[config.mk]
export PLATFORM = sky130hd
export DESIGN_NAME = lstm_dout_engine
export DESIGN_NICKNAME = d
export VERILOG_FILES = /design/src/rtl/lstm_dout_engine.sv
export SDC_FILE = /design/constraint.sdc
export NUM_CORES = 2
export LEC_CHECK = 0
export BUFFER_PORTS_ARGS = -buffer_cell sky130_fd_sc_hd__buf_2
export CAP_MARGIN = 30
export CELL_PAD_IN_SITES_DETAIL_PLACEMENT = 0
export CELL_PAD_IN_SITES_GLOBAL_PLACEMENT = 1
export CORE_ASPECT_RATIO = 0.9
export CORE_MARGIN = 1.5
export CORE_UTILIZATION = 48
export CTS_CLUSTER_SIZE = 30
export DETAILED_ROUTE_END_ITERATION = 16
export PLACE_DENSITY_LB_ADDON = 0.1
export SYNTH_ARGS = -nofsm -noshare
export SYNTH_HDL_FRONTEND = slang
export SYNTH_SLANG_ARGS = --single-unit
[constraint.sdc]
create_clock -name clk -period 12.75 [get_ports clk]
set_clock_uncertainty 0.1 [all_clocks]
set_input_delay 1.275 -clock clk [delete_from_list [all_inputs] [get_ports clk]]
set_output_delay 1.275 -clock clk [all_outputs]
set_load 0.03 [all_outputs]
[src/rtl/lstm_dout_engine.sv]
// lstm_dout_engine
//
// Back-propagates LSTM gate deltas to the input side. A job starts with
// i_start and loads 4*N_CELL dgate words (cell-major, gate inner). The engine
// then streams weight reads, one per cycle, in the order j (output row) outer,
// k (cell) middle and g (gate) inner. For every j it produces
//   o_dout[j] = sat( sum_{k,g} (w[g][j*N_CELL+k] * dgate[k*4+g]) >>> FRAC ).
// The weight memory returns i_w_data one cycle after the read strobe.
//
// Optional feature: define LSTM_DOUT_COST_EN to build the cost accumulator.
// It sums every accepted dgate and presents (sum >>> COST_SHIFT), saturated,
// on o_cost from o_done until the next accepted i_start. Without the macro
// o_cost is tied to 0.
//
// Ports
//   clk, rst            clock, synchronous active-high reset
//   i_start             start pulse (honoured only when idle)
//   i_valid, i_dgate    dgate word stream, accepted when o_ready is high
//   o_ready             high while loading dgates
//   o_w_rd              weight read strobe
//   o_w_sel             gate select 0=a, 1=i, 2=f, 3=o
//   o_w_addr            weight row address j*N_CELL+k
//   i_w_data            weight data, one cycle after o_w_rd
//   o_dout, o_dout_addr delta-out word and its index j (held between strobes)
//   o_dout_valid        one-cycle strobe for o_dout
//   o_busy              engine not idle
//   o_done              completion pulse, coincident with the last o_dout_valid
//   o_cost              cost result (0 unless LSTM_DOUT_COST_EN)
module lstm_dout_engine #(
  parameter int WIDTH      = 32,
  parameter int FRAC       = 24,
  parameter int N_CELL     = 8,
  parameter int N_OUT      = 53,
  parameter int ADDR       = 12,
  parameter int COST_SHIFT = 3
) (
  input  logic             clk,
  input  logic             rst,
  input  logic             i_start,
  input  logic             i_valid,
  input  logic [WIDTH-1:0] i_dgate,
  output logic             o_ready,
  output logic             o_w_rd,
  output logic [1:0]       o_w_sel,
  output logic [ADDR-1:0]  o_w_addr,
  input  logic [WIDTH-1:0] i_w_data,
  output logic [WIDTH-1:0] o_dout,
  output logic [ADDR-1:0]  o_dout_addr,
  output logic             o_dout_valid,
  output logic             o_busy,
  output logic             o_done,
  output logic [WIDTH-1:0] o_cost
);

  localparam int N_WORD = 4 * N_CELL;
  localparam int IDX_W  = $clog2(N_WORD);
  localparam int ACC_W  = WIDTH + 8;
  localparam logic [IDX_W-1:0] IDX_LAST = IDX_W'(N_WORD - 1);
  localparam logic [ADDR-1:0]  J_LAST   = ADDR'(N_OUT - 1);

  typedef enum logic [1:0] {
    IDLE = 2'd0,
    LOAD = 2'd1,
    MAC  = 2'd2,
    TAIL = 2'd3
  } state_t;

  // Clamp an accumulator-width value into the signed WIDTH-bit range.
  function automatic logic [WIDTH-1:0] sat_word(input logic signed [ACC_W-1:0] v);
    logic signed [ACC_W-1:0] hi;
    logic signed [ACC_W-1:0] lo;
    hi = {{(ACC_W-WIDTH+1){1'b0}}, {(WIDTH-1){1'b1}}};
    lo = {{(ACC_W-WIDTH+1){1'b1}}, {(WIDTH-1){1'b0}}};
    if (v > hi) begin
      sat_word = hi[WIDTH-1:0];
    end else if (v < lo) begin
      sat_word = lo[WIDTH-1:0];
    end else begin
      sat_word = v[WIDTH-1:0];
    end
  endfunction

  state_t                   state_r;
  state_t                   state_s;
  logic                     ready_r;
  logic                     busy_r;
  logic                     rd_r;
  logic [IDX_W-1:0]         ld_cnt_r;
  logic signed [WIDTH-1:0]  dbuf_r [N_WORD];

  // Issue counters: idx = k*4+g walks the dgate buffer; addr tracks j*N_CELL+k
  // incrementally (it steps whenever g wraps, which also covers the j step).
  logic [IDX_W-1:0]         idx_r;
  logic [ADDR-1:0]          addr_r;
  logic [ADDR-1:0]          j_r;

  // One-cycle-delayed copy of the issue, aligned with the returning i_w_data.
  logic                     p1_valid_r;
  logic [IDX_W-1:0]         p1_idx_r;
  logic                     p1_first_r;
  logic                     p1_last_r;
  logic                     p1_final_r;
  logic [ADDR-1:0]          p1_j_r;

  logic signed [ACC_W-1:0]  acc_r;
  logic [WIDTH-1:0]         dout_r;
  logic [ADDR-1:0]          dout_addr_r;
  logic                     dout_valid_r;
  logic                     done_r;

  logic                     accept_s;
  logic                     start_s;
  logic                     last_issue_s;
  logic signed [2*WIDTH-1:0] wide_w_s;
  logic signed [2*WIDTH-1:0] wide_d_s;
  logic signed [2*WIDTH-1:0] prod_s;
  logic signed [ACC_W-1:0]  term_s;
  logic signed [ACC_W-1:0]  acc_next_s;

  assign accept_s     = i_valid & ready_r;
  assign start_s      = i_start & (state_r == IDLE);
  assign last_issue_s = (state_r == MAC) && (j_r == J_LAST) && (idx_r == IDX_LAST);

  // Next-state logic.
  always_comb begin
    state_s = state_r;
    case (state_r)
      IDLE: begin
        if (i_start) state_s = LOAD;
        else         state_s = IDLE;
      end
      LOAD: begin
        if (accept_s && (ld_cnt_r == IDX_LAST)) state_s = MAC;
        else                                     state_s = LOAD;
      end
      MAC: begin
        if (last_issue_s) state_s = TAIL;
        else              state_s = MAC;
      end
      TAIL: begin
        // Leave once the final word and o_done have been presented.
        if (done_r) state_s = IDLE;
        else        state_s = TAIL;
      end
      default: state_s = IDLE;
    endcase
  end

  // State register and state-decoded output flags (registered from next state).
  always_ff @(posedge clk) begin
    if (rst) begin
      state_r <= IDLE;
      ready_r <= 1'b0;
      busy_r  <= 1'b0;
      rd_r    <= 1'b0;
    end else begin
      state_r <= state_s;
      ready_r <= (state_s == LOAD);
      busy_r  <= (state_s != IDLE);
      rd_r    <= (state_s == MAC);
    end
  end

  // dgate load counter and buffer.
  always_ff @(posedge clk) begin
    if (rst) begin
      ld_cnt_r <= {IDX_W{1'b0}};
      for (int i = 0; i < N_WORD; i++) begin
        dbuf_r[i] <= {WIDTH{1'b0}};
      end
    end else if (start_s) begin
      ld_cnt_r <= {IDX_W{1'b0}};
    end else if (accept_s) begin
      dbuf_r[ld_cnt_r] <= i_dgate;
      ld_cnt_r         <= ld_cnt_r + IDX_W'(1);
    end
  end

  // Weight read issue counters, one step per MAC cycle.
  always_ff @(posedge clk) begin
    if (rst || start_s) begin
      idx_r  <= {IDX_W{1'b0}};
      addr_r <= {ADDR{1'b0}};
      j_r    <= {ADDR{1'b0}};
    end else if (state_r == MAC) begin
      if (idx_r == IDX_LAST) begin
        idx_r <= {IDX_W{1'b0}};
        j_r   <= (j_r == J_LAST) ? {ADDR{1'b0}} : j_r + ADDR'(1);
      end else begin
        idx_r <= idx_r + IDX_W'(1);
      end
      if (idx_r[1:0] == 2'd3) begin
        addr_r <= addr_r + ADDR'(1);
      end
    end
  end

  // Delay the issued term tags by the weight-memory latency.
  always_ff @(posedge clk) begin
    if (rst) begin
      p1_valid_r <= 1'b0;
      p1_idx_r   <= {IDX_W{1'b0}};
      p1_first_r <= 1'b0;
      p1_last_r  <= 1'b0;
      p1_final_r <= 1'b0;
      p1_j_r     <= {ADDR{1'b0}};
    end else begin
      p1_valid_r <= (state_r == MAC);
      p1_idx_r   <= idx_r;
      p1_first_r <= (idx_r == {IDX_W{1'b0}});
      p1_last_r  <= (idx_r == IDX_LAST);
      p1_final_r <= last_issue_s;
      p1_j_r     <= j_r;
    end
  end

  // Product of the returning weight and its dgate, scaled back by FRAC; the
  // first term of a row replaces the accumulator instead of adding to it.
  always_comb begin
    wide_w_s = {{WIDTH{i_w_data[WIDTH-1]}}, i_w_data};
    wide_d_s = {{WIDTH{dbuf_r[p1_idx_r][WIDTH-1]}}, dbuf_r[p1_idx_r]};
    prod_s   = wide_w_s * wide_d_s;
    term_s   = ACC_W'(prod_s >>> FRAC);
    if (p1_first_r) begin
      acc_next_s = term_s;
    end else begin
      acc_next_s = acc_r + term_s;
    end
  end

  // Accumulator, delta-out register and completion pulse.
  always_ff @(posedge clk) begin
    if (rst) begin
      acc_r        <= {ACC_W{1'b0}};
      dout_r       <= {WIDTH{1'b0}};
      dout_addr_r  <= {ADDR{1'b0}};
      dout_valid_r <= 1'b0;
      done_r       <= 1'b0;
    end else begin
      if (p1_valid_r) begin
        acc_r <= acc_next_s;
      end
      if (p1_valid_r && p1_last_r) begin
        dout_r       <= sat_word(acc_next_s);
        dout_addr_r  <= p1_j_r;
        dout_valid_r <= 1'b1;
      end else begin
        dout_valid_r <= 1'b0;
      end
      done_r <= p1_valid_r & p1_final_r;
    end
  end

`ifdef LSTM_DOUT_COST_EN
  logic signed [ACC_W-1:0] cost_acc_r;
  logic [WIDTH-1:0]        cost_r;

  // Cost: running sum of accepted dgates, published when the job completes.
  always_ff @(posedge clk) begin
    if (rst || start_s) begin
      cost_acc_r <= {ACC_W{1'b0}};
      cost_r     <= {WIDTH{1'b0}};
    end else begin
      if (accept_s) begin
        cost_acc_r <= cost_acc_r + {{(ACC_W-WIDTH){i_dgate[WIDTH-1]}}, i_dgate};
      end
      if (p1_valid_r && p1_final_r) begin
        cost_r <= sat_word(cost_acc_r >>> COST_SHIFT);
      end
    end
  end

  assign o_cost = cost_r;
`else
  assign o_cost = {WIDTH{1'b0}};
`endif

  assign o_ready      = ready_r;
  assign o_busy       = busy_r;
  assign o_w_rd       = rd_r;
  assign o_w_sel      = idx_r[1:0];
  assign o_w_addr     = addr_r;
  assign o_dout       = dout_r;
  assign o_dout_addr  = dout_addr_r;
  assign o_dout_valid = dout_valid_r;
  assign o_done       = done_r;

endmodule

==> impl_metrics.env <==
export IMPL_use_met2_pct=44.7
export IMPL_status="finished, violations left"
export IMPL_cts_htree_levels=3
export IMPL_drtAntennaViolNets=0
export IMPL_clk_pin_slew_ns=0.07
export IMPL_die_width_microns=462
export IMPL_start_util_pct=48.4
export IMPL_cts_tree="done"
export IMPL_wire_per_inst_microns=25.6
export IMPL_grt_pass1_vias=62149
export IMPL_drv_cap=0
export IMPL_grt_ovfl_total=0
export IMPL_grtUsageTotal_pct=29.4
export IMPL_hold_class="flip-flop to flip-flop"
export IMPL_fmax_mhz=77.2
export IMPL_place_gp_congestion=0.879
export IMPL_use_met1_pct=45.3
export IMPL_syn_inst=7747
export IMPL_cp_max_fo=25
export IMPL_seqCellArea_sq_um=33700
export IMPL_drc=0
export IMPL_port_buffer_count=130
export IMPL_busiest_layer="met1"
export IMPL_ys_flop_type="edfxtp_1"
export IMPL_syn_area_sq_um=91100
export IMPL_vias=60343
export IMPL_die_area_sq_um=192000
export IMPL_final_cell_mix="1218 x and2_1, 1049 x fa_1, 1024 x edfxtp_1"
export IMPL_antenna_found_initial=24
export IMPL_fillers=15928
export IMPL_finalWorstSetupSlack_ns=-0.211
export IMPL_critPathKind="flip-flop to flip-flop"
export IMPL_slew_headroom_pct=35.7
export IMPL_synth_seq_area_share_pct=37.0
export IMPL_final_hold_violation_count=0
export IMPL_cp_end_kind="flip-flop"
export IMPL_r2r_setup_slack_ns=-0.21
export IMPL_core_area_sq_um=188000
export IMPL_failed_checks="negative setup slack"
export IMPL_grt_pass1_wl_microns=415000
export IMPL_finalWirelength_microns=279000
export IMPL_reg2reg_depth=50
export IMPL_hold_depth=2
export IMPL_synth_top_cell_by_area="edfxtp_1"
export IMPL_cp_num_buf_inv=13
export IMPL_clockRootBuffer="clkbuf_16"
export IMPL_boundaryPins=163
export IMPL_ys_seq_elements=1170
export IMPL_async_flop_share_pct=0
export IMPL_drt_iter0_drc=5905
export IMPL_crit_family="adder cells"
export IMPL_synth_cell_types=81
export IMPL_rsz0062_at_grt="true"
export IMPL_ys_top_cells_by_area="edfxtp_1 34%, fa_1 24%, and2_1 8.4%"
export IMPL_synth_edff_count=1024
export IMPL_setup_violations_final=31
export IMPL_cpPeakStageDelay_ns=0.60
export IMPL_dieHeight_microns=416
export IMPL_finalNetCount=9652
export IMPL_met3_usage_pct=4.32
export IMPL_crit_top_cell="fa_1"
export IMPL_place_hpwl_microns=192000
export IMPL_fin_util_pct=56.2
export IMPL_drive_above_1_share_pct=21.0
export IMPL_post_route_min_period_ns=12.96
export IMPL_cts_hold_buf=0
export IMPL_firstDrtPassIters=6
export IMPL_synth_top_area_share_pct=33.8
export IMPL_crit_required_ns=13.28
export IMPL_tightest_slew_ns=0.959
export IMPL_syn2layout_area_growth_pct=16.3
export IMPL_insertion_delay_ns=0.76
export IMPL_multi_input_area_sq_um=53000
export IMPL_crit_slowest_cell="fa_2"
export IMPL_tritoncts_num_buffers=119
export IMPL_std_cell_rows=151
export IMPL_syn_avg_cell_area_sq_um=11.8
export IMPL_vias_per_cell=5.54
export IMPL_post_route_period_util_pct=102
export IMPL_cts_sinks=1170
export IMPL_yosys_warnings=0
export IMPL_arrival_ns=13.49
export IMPL_final_common_cell="and2_1"
export IMPL_drv_slew=0
export IMPL_cp_start_kind="flip-flop"
export IMPL_clock_path_buffers=3
export IMPL_cp_num_cells=50
export IMPL_grt_max_degree=93
==> registers in the layout (all words and copies together) (netlist names), 2 cells and up, named ones only <==
register / count
o_dout: 32
ld_cnt_r: 5
idx_r: 5
o_dout_addr: 12
o_w_addr: 12
acc_r: 40
j_r: 12
p1_j_r: 12
dbuf_r: 1024
state_r: 2
==> metal layers <==
metal  vias to the layer above  wire length [microns]
li1                      26143                      -
met5                         -                      0
met1                     31645                 124000
met3                       249                  23700
met4                         0                   5410
met2                      2306                 126000
==> final timing paths <==
| check | endpoint | startpoint |
|---|---|---|
| worst max-delay path | o_dout[10]$_SDFFE_PP0P_ | flip-flop |
| worst min-delay path | o_dout_addr[5]$_SDFFE_PP0P_ | p1_j_r[5]$_SDFF_PP0_ |
| worst max register to register | o_dout[10]$_SDFFE_PP0P_ | flip-flop |
| worst min register to register | o_dout_addr[5]$_SDFFE_PP0P_ | p1_j_r[5]$_SDFF_PP0_ |
==> synthesized netlist by cell type (all sizes together), types with 9 or more instances <==
master	number
nand2b	110
a21oi	163
nand4	25
mux2i	60
mux4	300
o21ai	74
nor2b	308
and3	13
nand2	566
nor2	278
and2	1222
edfxtp	1024
a21o	31
o211ai	33
xnor2	72
inv	1016
nor4	9
o21a	21
buf	74
clkbuf	492
dfxtp	146
a22oi	13
o21bai	23
o41ai	22
nand3	32
o32ai	10
mux2	20
or2	50
nor3	23
or3	17
a211oi	50
ha	230
xor2	39
fa	1082
==> cells by family (layout without fill, tap and decap cells) <==
| logic type | Yosys count | count (layout) | synth area share [%] |
|---|---|---|---|
| and+or+nand+nor | 2680 | 2680 | 16.1 |
| buffers and inverters | 1583 | 2174 | 6.74 |
| adders and majority gates | 1312 | 1312 | 26.9 |
| DFF | 1170 | 1170 | 37.0 |
| AOI/OAI and AO/OA | 510 | 510 | 3.88 |
| muxes | 380 | 382 | 8.32 |
| xor gates and xnor gates | 111 | 111 | 1.07 |
| other | 1 | 36 | 0.00412 |
==> worst min-delay path, cell delays in order (launching register included) <==
cell and delay [ns]:
dfxtp_1 0.30, nand2_1 0.05, a21oi_1 0.05
==> what timing repair did <==
item	in CTS	in global routing
pin swaps	89	77
endpoints found under the setup margin	33	35
gates cloned	14	7
resized for setup	208	127
buffers inserted	78	40
==> through the flow <==
step                hold slack, ns  setup slack [ns]  TNS, ns  area [sq um]  instances
floorplan                    0.317            0.0602        0         91300       7778
global placement             0.336            -0.997   -28.67         98900      10541
detailed placement           0.336            -0.952   -27.05         98900      10541
CTS                          0.346            -0.169    -4.28        105000      10850
global route                 0.357            -0.485   -13.48        106000      10897
finish                       0.344            -0.211    -3.91        106000      10899
==> layout make-up <==
| class | count | area share (%) |
|---|---|---|
| Multi-Input combinational cell | 5027 | 50.1 |
| Sequential cell | 1170 | 31.8 |
| Timing Repair Buffer | 937 | 7.98 |
| Inverter | 1017 | 3.61 |
| Tap cell | 2524 | 2.98 |
| Clock buffer | 143 | 2.91 |
| Clock inverter | 77 | 0.667 |
| Antenna cell | 4 | 0.00945 |
Power is not shown: default switching activity piles up to over one toggle a cycle in this logic, so the estimate is an artifact.
